## config.mk

```make
export PLATFORM = sky130hd
export DESIGN_NAME = fifo_tx_feeder
export DESIGN_NICKNAME = d
export VERILOG_FILES = /design/src/rtl/fifo_tx_feeder.sv
export SDC_FILE = /design/constraint.sdc
export NUM_CORES = 1
export LEC_CHECK = 0
export ABC_AREA = 1
export BUFFER_PORTS_ARGS = -buffer_cell sky130_fd_sc_hd__clkbuf_2
export CAP_MARGIN = 15
export CORE_MARGIN = 4
export CORE_UTILIZATION = 49
export CTS_CLUSTER_SIZE = 10
export DETAILED_ROUTE_END_ITERATION = 8
export GPL_TIMING_DRIVEN = 0
export PLACE_DENSITY = 0.71
export RECOVER_POWER = 25
export SLEW_MARGIN = 20
export SYNTH_ARGS = -nofsm -noshare
export SYNTH_HDL_FRONTEND = slang
export SYNTH_SLANG_ARGS = --single-unit
```

## constraint.sdc

```tcl
create_clock -name clk -period 4.4 [get_ports clk]
set_clock_uncertainty 0.05 [all_clocks]
set_input_delay 0.66 -clock clk [delete_from_list [all_inputs] [get_ports clk]]
set_output_delay 0.66 -clock clk [all_outputs]
set_load 0.005 [all_outputs]
```

## src/rtl/fifo_tx_feeder.sv

```systemverilog
// Read-domain feeder: pops one byte from the async FIFO and hands it to the UART
// transmitter, holding it until TX has accepted and finished the frame.
module fifo_tx_feeder #(
  parameter int DATA_WIDTH = 8,
  parameter int CNT_WIDTH  = 16,
  parameter int TIMEOUT    = 16
) (
  input  logic                  clk,
  input  logic                  rst_n,
  input  logic                  enable,
  input  logic                  rempty,
  input  logic [DATA_WIDTH-1:0] rdata,
  output logic                  rinc,
  input  logic                  tx_busy,
  output logic [DATA_WIDTH-1:0] tx_data,
  output logic                  tx_valid,
  output logic [CNT_WIDTH-1:0]  tx_count,
  output logic                  timeout_err,
  input  logic                  err_clr
);

  localparam int TW = (TIMEOUT > 2) ? $clog2(TIMEOUT) : 1;
  localparam logic [TW-1:0] TIMER_LAST = TW'(TIMEOUT - 1);

  localparam logic [1:0] ST_IDLE = 2'd0;
  localparam logic [1:0] ST_REQ  = 2'd1;
  localparam logic [1:0] ST_BUSY = 2'd2;
  localparam logic [1:0] ST_DONE = 2'd3;

  logic [1:0]            state_q, state_d;
  logic [DATA_WIDTH-1:0] tx_data_q, tx_data_d;
  logic                  tx_valid_q, tx_valid_d;
  logic                  rinc_q, rinc_d;
  logic [CNT_WIDTH-1:0]  tx_count_q, tx_count_d;
  logic                  timeout_err_q, timeout_err_d;
  logic [TW-1:0]         timer_q, timer_d;
  logic                  err_set;

  // Handshake: tx_valid rises with tx_data and stays up until TX raises tx_busy
  // (acceptance) or the timer expires; busy already high before the pop never
  // counts as acceptance because IDLE refuses to pop while it is high.
  always_comb begin
    state_d    = state_q;
    tx_data_d  = tx_data_q;
    tx_valid_d = tx_valid_q;
    rinc_d     = 1'b0;
    tx_count_d = tx_count_q;
    timer_d    = timer_q;
    err_set    = 1'b0;
    case (state_q)
      ST_IDLE: begin
        if (enable && !rempty && !tx_busy) begin
          tx_data_d  = rdata;
          rinc_d     = 1'b1;
          tx_valid_d = 1'b1;
          timer_d    = '0;
          state_d    = ST_REQ;
        end
      end
      ST_REQ: begin
        if (tx_busy) begin
          tx_valid_d = 1'b0;
          tx_count_d = tx_count_q + CNT_WIDTH'(1);
          state_d    = ST_BUSY;
        end else if (timer_q == TIMER_LAST) begin
          tx_valid_d = 1'b0;
          err_set    = 1'b1;
          state_d    = ST_DONE;
        end else begin
          timer_d = timer_q + TW'(1);
        end
      end
      ST_BUSY: begin
        if (!tx_busy) state_d = ST_DONE;
      end
      ST_DONE: begin
        // One settle cycle so rempty reflects the completed pop.
        state_d = ST_IDLE;
      end
      default: state_d = ST_IDLE;
    endcase
    timeout_err_d = err_set | (timeout_err_q & ~err_clr);
  end

  always_ff @(posedge clk) begin
    if (!rst_n) begin
      state_q       <= ST_IDLE;
      tx_data_q     <= '0;
      tx_valid_q    <= 1'b0;
      rinc_q        <= 1'b0;
      tx_count_q    <= '0;
      timeout_err_q <= 1'b0;
      timer_q       <= '0;
    end else begin
      state_q       <= state_d;
      tx_data_q     <= tx_data_d;
      tx_valid_q    <= tx_valid_d;
      rinc_q        <= rinc_d;
      tx_count_q    <= tx_count_d;
      timeout_err_q <= timeout_err_d;
      timer_q       <= timer_d;
    end
  end

  assign rinc        = rinc_q;
  assign tx_data     = tx_data_q;
  assign tx_valid    = tx_valid_q;
  assign tx_count    = tx_count_q;
  assign timeout_err = timeout_err_q;

endmodule

```

# == After elaboration in Yosys (flattened, before gate mapping) ==
# Index checks and enable logic that the tools add are counted.
# word_totals
ff_bits,33
output_inout_bits,27
inputBits,14
wordCells,50
# classes
n_reduce_logical,12
mux,17
n_eq_ne,9
n_bitwise,3
add_sub_neg,2
# op_table
operator,count
$add 16x1->16 const B,1
$mux 4,3
$mux 2,4
$ne 2x2->1 const B,4
$pmux 2 s4,1
$pmux 4 s2,1
$mux 1,7
$reduce_and 2->1,3
$reduce_and 3->1,2
$add 4x1->4 const B,1
$eq 2x2->1 const B,2
$eq 4x4->1 const B,1
$reduce_and 4->1,1
$ne 3x3->1 const B,1
$eq 2x1->1 const B,1
$logic_and 1x1->1,2
$logic_not 1->1,2
$logic_not 2->1,1
$pmux 1 s2,1
$reduce_bool 2->1,1
$and 1x1->1,1
$not 1->1,1
$or 1x1->1,1

# == Logic depth before layout (Yosys ltp) ==
# depth
word_depth,5
mapped_depth,10
depth_no_buf,10

# == Worst setup path before layout ==
# Ideal clock, no wire load.
# synth_timing
kind,input to register
from,in tx_busy
to,"reg tx_data_q[6], in the netlist tx_data[6]"
t_arrival_ps,1272
n_path_buf,1
path_stages,5
required_time_ps,4231
path_slack_ps,2958
setup_time_ps,119
cell_sequence,nor2_1 nand3_2 buf_4 o21ai_0 a21oi_1
# synth_via
elab_chain_len,3
# synth_lines
item,line,text
from (decl),14,"input logic tx_busy,"
$logic_not 1->1,-,
$logic_and 1x1->1,52,if (enable && !rempty && !tx_busy) begin
$reduce_and 2->1 (no line),-,
to (signal assigned),96,tx_data_q <= tx_data_d;
to (decl),31,"logic [DATA_WIDTH-1:0] tx_data_q, tx_data_d;"
# No other way between the ends.
# A chain may end at the register's enable or synchronous reset.

# == Worst setup path after layout ==
# layout_timing
from,reg state_q[1]
to,reg timer_q[1]
# layout_via
elab_chain_len,3
word_cells_on_any_way,8
classes_between,eq/ne (4); mux (1); reduce/logical (3)
# layout_lines
item,line,text
from (decl),30,"logic [1:0] state_q, state_d;"
from (signal assigned),95,state_q <= state_d;
$eq 2x1->1 or $logic_not 2->1 (tied branches),50,case (state_q)
$ne 2x2->1 (no line) or $reduce_bool 2->1 (tied branches),-,
$reduce_and 4->1 (no line),-,
to (signal assigned),101,timer_q <= timer_d;
to (decl),36,"logic [TW-1:0] timer_q, timer_d;"
# Several ways; a longest one is shown, not always the timed one.

==> flow_results.org <==
** Layout
- 0 antenna diodes ended up in the layout.
- At the end of the flow, the number of nets in the layout was 308.
- Layout Cell Area excl Fill :: roughly 2000 um^2
- From synthesis to final layout, the design area changed by 18.9%.
- The filler cells instantiated in the layout total 315.
- Proportion of layout cells with a drive suffix above 1 :: 19.1%

** Placed design
- Detailed Place HPWL :: 2710 um
- Placement-stage cell area :: 1910 um^2
- Input and output buffers added on the ports amount to 40.
- Placer Congestion :: ~0.9

** Clocking
- Number of setup buffers added after CTS :: 0
- Cts repair resizes :: 0
- The tree is rooted in a clkbuf_4.
- Clock sink total :: 33
- CTS tree :: yes
- Hold repair after CTS inserted 0 buffers.
- Clock tree synthesis inserted a total of 5 buffers.
- Clock latency at the later pin of the worst-skew pair :: 0.33 ns
- After clock tree synthesis, the clock-pin slew on the worst setup and hold paths is approximately 0.1 ns.
- The H-tree was split into 2 levels.
- The longest clock path from root to sink contains 2 buffers.

** Setup path
- Slowest stage cell on the critical path :: clkinvlp_2
- At the worst endpoint, the required time is ~4.6 ns.
- The worst setup path is captured at a flop.
- Grouping stages by cell kind, the critical path spends the most delay in simple AND/OR/NAND/NOR gates.
- R2R Setup Slk :: 2.34 ns
- Data arrives at the worst endpoint at 2.25 ns.
- The worst register-to-register path has a depth of 10.
- Type of the setup path with the least slack :: reg2reg
- Number of buffer and inverter stages on the critical path :: 3
- The worst setup path is launched from a flop.
- Maximum fanout count along the critical path :: 9
- Delay of the slowest critical-path stage :: 0.40 ns
- By instance count, the cell type seen most on the critical path is nand2_1.
- End of the worst register-to-register path :: timer_q[1]
- Cell chain of the critical path :: inv_1 > ha_1 > nand2_1 > clkinvlp_2 > nor2_1 > nand3_2 > inv_2 > nand2_1 > nand2_1 > nor2_1
- The startpoint identified for the worst register-to-register timing path is state_q[1].

** Floorplan
- The core region is approximately 3200 um^2.
- Number of I/O pins :: 41
- Chip Height :: ~66 um
- Std-Cell Rows :: 20
- The die covers 4380 um^2.
- In this run the horizontal extent of the chip is 66.1 um.
- Once the floorplan was initialized, standard cells occupied 52.5% of the core.

** Global route
- Global routing usage summed across all routing layers :: 18.4%
- Overall overflow remaining after global route :: 0
- Pin count of the biggest net entering global routing :: 11
- Number of antenna violations at the first check in global routing :: 0
- The first global-routing pass estimated 6220 um of wire.
- The via count of the first global-routing pass came to about 1400.

** Synth
- Top cells by instance count after synthesis :: 44 x nor2_1, 42 x nand2_1, 35 x inv_1
- Distinct cells, synth :: 26
- Post-synth top area share :: 39.9%
- The most used flip-flop cell after synthesis is dfxtp_1.
- Synthesis produced a netlist with a net count of 261.
- Area contributors post-synth :: dfxtp_1 40%, nor2_1 10%, nand2_1 9.5%
- Yosys warns :: 0
- Yosys instantiated no cell more often than nor2_1.
- The synthesized netlist occupies a cell area of about 1700 um^2.
- Cell type with the highest aggregate area in the netlist :: dfxtp_1
- Synthesis inferred 33 register bits.
- Averaged over all synthesized cells, the footprint is 6.90 um^2.
- Counting flops with a built-in enable in the synthesized netlist gives 0.
- Register area share after synthesis :: 39.9%
- Synthesis produced 240 cells.
- Of all flip-flops after synthesis, the portion carrying an async set or reset was 0%.

** Timing
- Setup_tns :: 0 ns
- For the pin with the worst max-slew slack, the measured transition is between 0.5 and 0.6 ns.
- Slew Viols, Final :: 0
- Max-slew headroom at the worst pin :: 65.3%
- Clock period minus worst slack :: 2.06 ns
- Unrepaired setup endpoints after global routing :: false
- Setup violations remaining at the end of the flow were counted as 0.
- Period utilization :: a little under half
- Final Hold Viols :: 0
- Based on the critical path, the design can be clocked at up to 485 MHz.

** Route
- Detailed-routing iteration count for the pre-antenna-repair pass :: 4
- Top layer used by detailed routing :: met4
- Iteration-0 DRC count of the detailed router :: 120
- Residual DRC count :: 0
- After detailed routing, the number of vias per cell comes to between 4 and 5.
- Detailed route wirelength on metal2 :: between 1500 and 2000 um
- Total length of routed wires :: 3580 um
- Detailed routing inserted a total of roughly 1600 vias.
- The count of nets left with antenna violations once routing finished came out at 0.
- Wire segments on met3 add up to 261 um in the final route.
- Mean routed wirelength per cell :: 10.8 um
- Met1 wire length :: 1710 um

** Worst hold path
- Hold/Removal Path Class :: reg2reg
- End point of the worst hold path :: tx_data[7]
- In this run the most critical hold path is launched from tx_data[7].
- Along the worst hold path, the cell count comes to 2.

** Flow run
- Max-cap violations in this run came to 0.

** Power
- Worst IR Drop VDD :: 0.210 mV
- Leakage :: approximately 0.88 nW
- Cell area power density :: 441 nW/um^2

** Outcome
- Status :: complete, no violations
-- state kept, by name, indices dropped and copies added (netlist names) --
name,flops
tx_data,8
timer_q,4
rinc,1
tx_count,16
state_q,2
timeout_err,1
tx_valid,1
-- worst reg2reg max path, cell delays in order (launching register included) --
cell        delay (ns)
dfxtp_1           0.36
inv_1             0.11
ha_1              0.22
nand2_1           0.21
clkinvlp_2        0.40
nor2_1            0.24
nand3_2           0.13
inv_2             0.11
nand2_1           0.05
nand2_1           0.05
nor2_1            0.04
-- routing by layer --
metal	GRT usage [%]	up-vias
li1	-	852
met1	23.9	708
met2	29.6	48
met3	5.61	5
met4	4.57	0
met5	0	-
-- stage by stage --
| stage | power [mW] | hold WS, ns | cells | setup WS [ns] | utilization, % |
|---|---|---|---|---|---|
| global placement | 0.645 | 0.382 | 324 | 2.68 | 60.6 |
| global route | 0.937 | 0.425 | 332 | 2.09 | 62.5 |
| floorplan | 0.578 | 0.390 | 240 | 2.96 | - |
| detailed placement | 0.649 | 0.386 | 324 | 2.65 | 60.6 |
| CTS | 0.887 | 0.401 | 332 | 2.72 | 63.3 |
| finish | 0.869 | 0.398 | 332 | 2.34 | 62.5 |
-- cell type report --
| class | count | area (um^2) | area share [%] |
|---|---|---|---|
| Buffer | 3 | 11.3 | 0.572 |
| Multi-Input combinational cell | 166 | 813 | 41.3 |
| Sequential cell | 33 | 661 | 33.5 |
| Inverter | 38 | 144 | 7.31 |
| Timing Repair Buffer | 40 | 200 | 10.2 |
| Tap cell | 44 | 55.1 | 2.80 |
| Clock inverter | 1 | 30.0 | 1.52 |
| Clock buffer | 7 | 55.1 | 2.80 |
-- kinds of logic (layout without fill, tap and decap cells) --
kind of cell               after synthesis  count (layout)  synth area share [%]
and+or+nand+nor                        118             118                  32.0
buffers and inverters                   41              89                  9.67
DFF                                     33              33                  39.9
AOI/OAI and AO/OA                       39              39                  12.1
xor gates and xnor gates                 2               2                  1.06
adders and majority gates                7               7                  5.29
-- worst max path at each step --
stage,endpoint,depth (start not counted),startpoint
6_report,timer_q[1],10,state_q[1]
5_1_grt,timer_q[2],9,state_q[1]
2_1_floorplan,tx_data[6],5,tx_busy
3_3_place_gp,tx_data[6],6,tx_busy
4_1_cts,tx_count[5],1,tx_count[5]
3_5_place_dp,tx_data[6],6,tx_busy
-- cell usage in the layout, fill, tap and decap left out, drive strengths merged, types with 5 or more instances in the layout --
| master | Yosys | layout |
|---|---|---|
| dfxtp | 33 | 33 |
| nor2 | 48 | 48 |
| nand3 | 14 | 14 |
| o21ai | 20 | 20 |
| nand4 | 5 | 5 |
| inv | 37 | 36 |
| a21oi | 17 | 17 |
| clkbuf | 2 | 50 |
| nand2 | 46 | 46 |
| ha | 7 | 7 |
-- power breakdown --
| group | total [mW] | internal, mW | switching, mW |
|---|---|---|---|
| logic | 0.264 | 0.0990 | 0.165 |
| clock network | 0.236 | 0.136 | 0.100 |
| registers | 0.369 | 0.337 | 0.0314 |
Power figures use the tool's default switching activity.
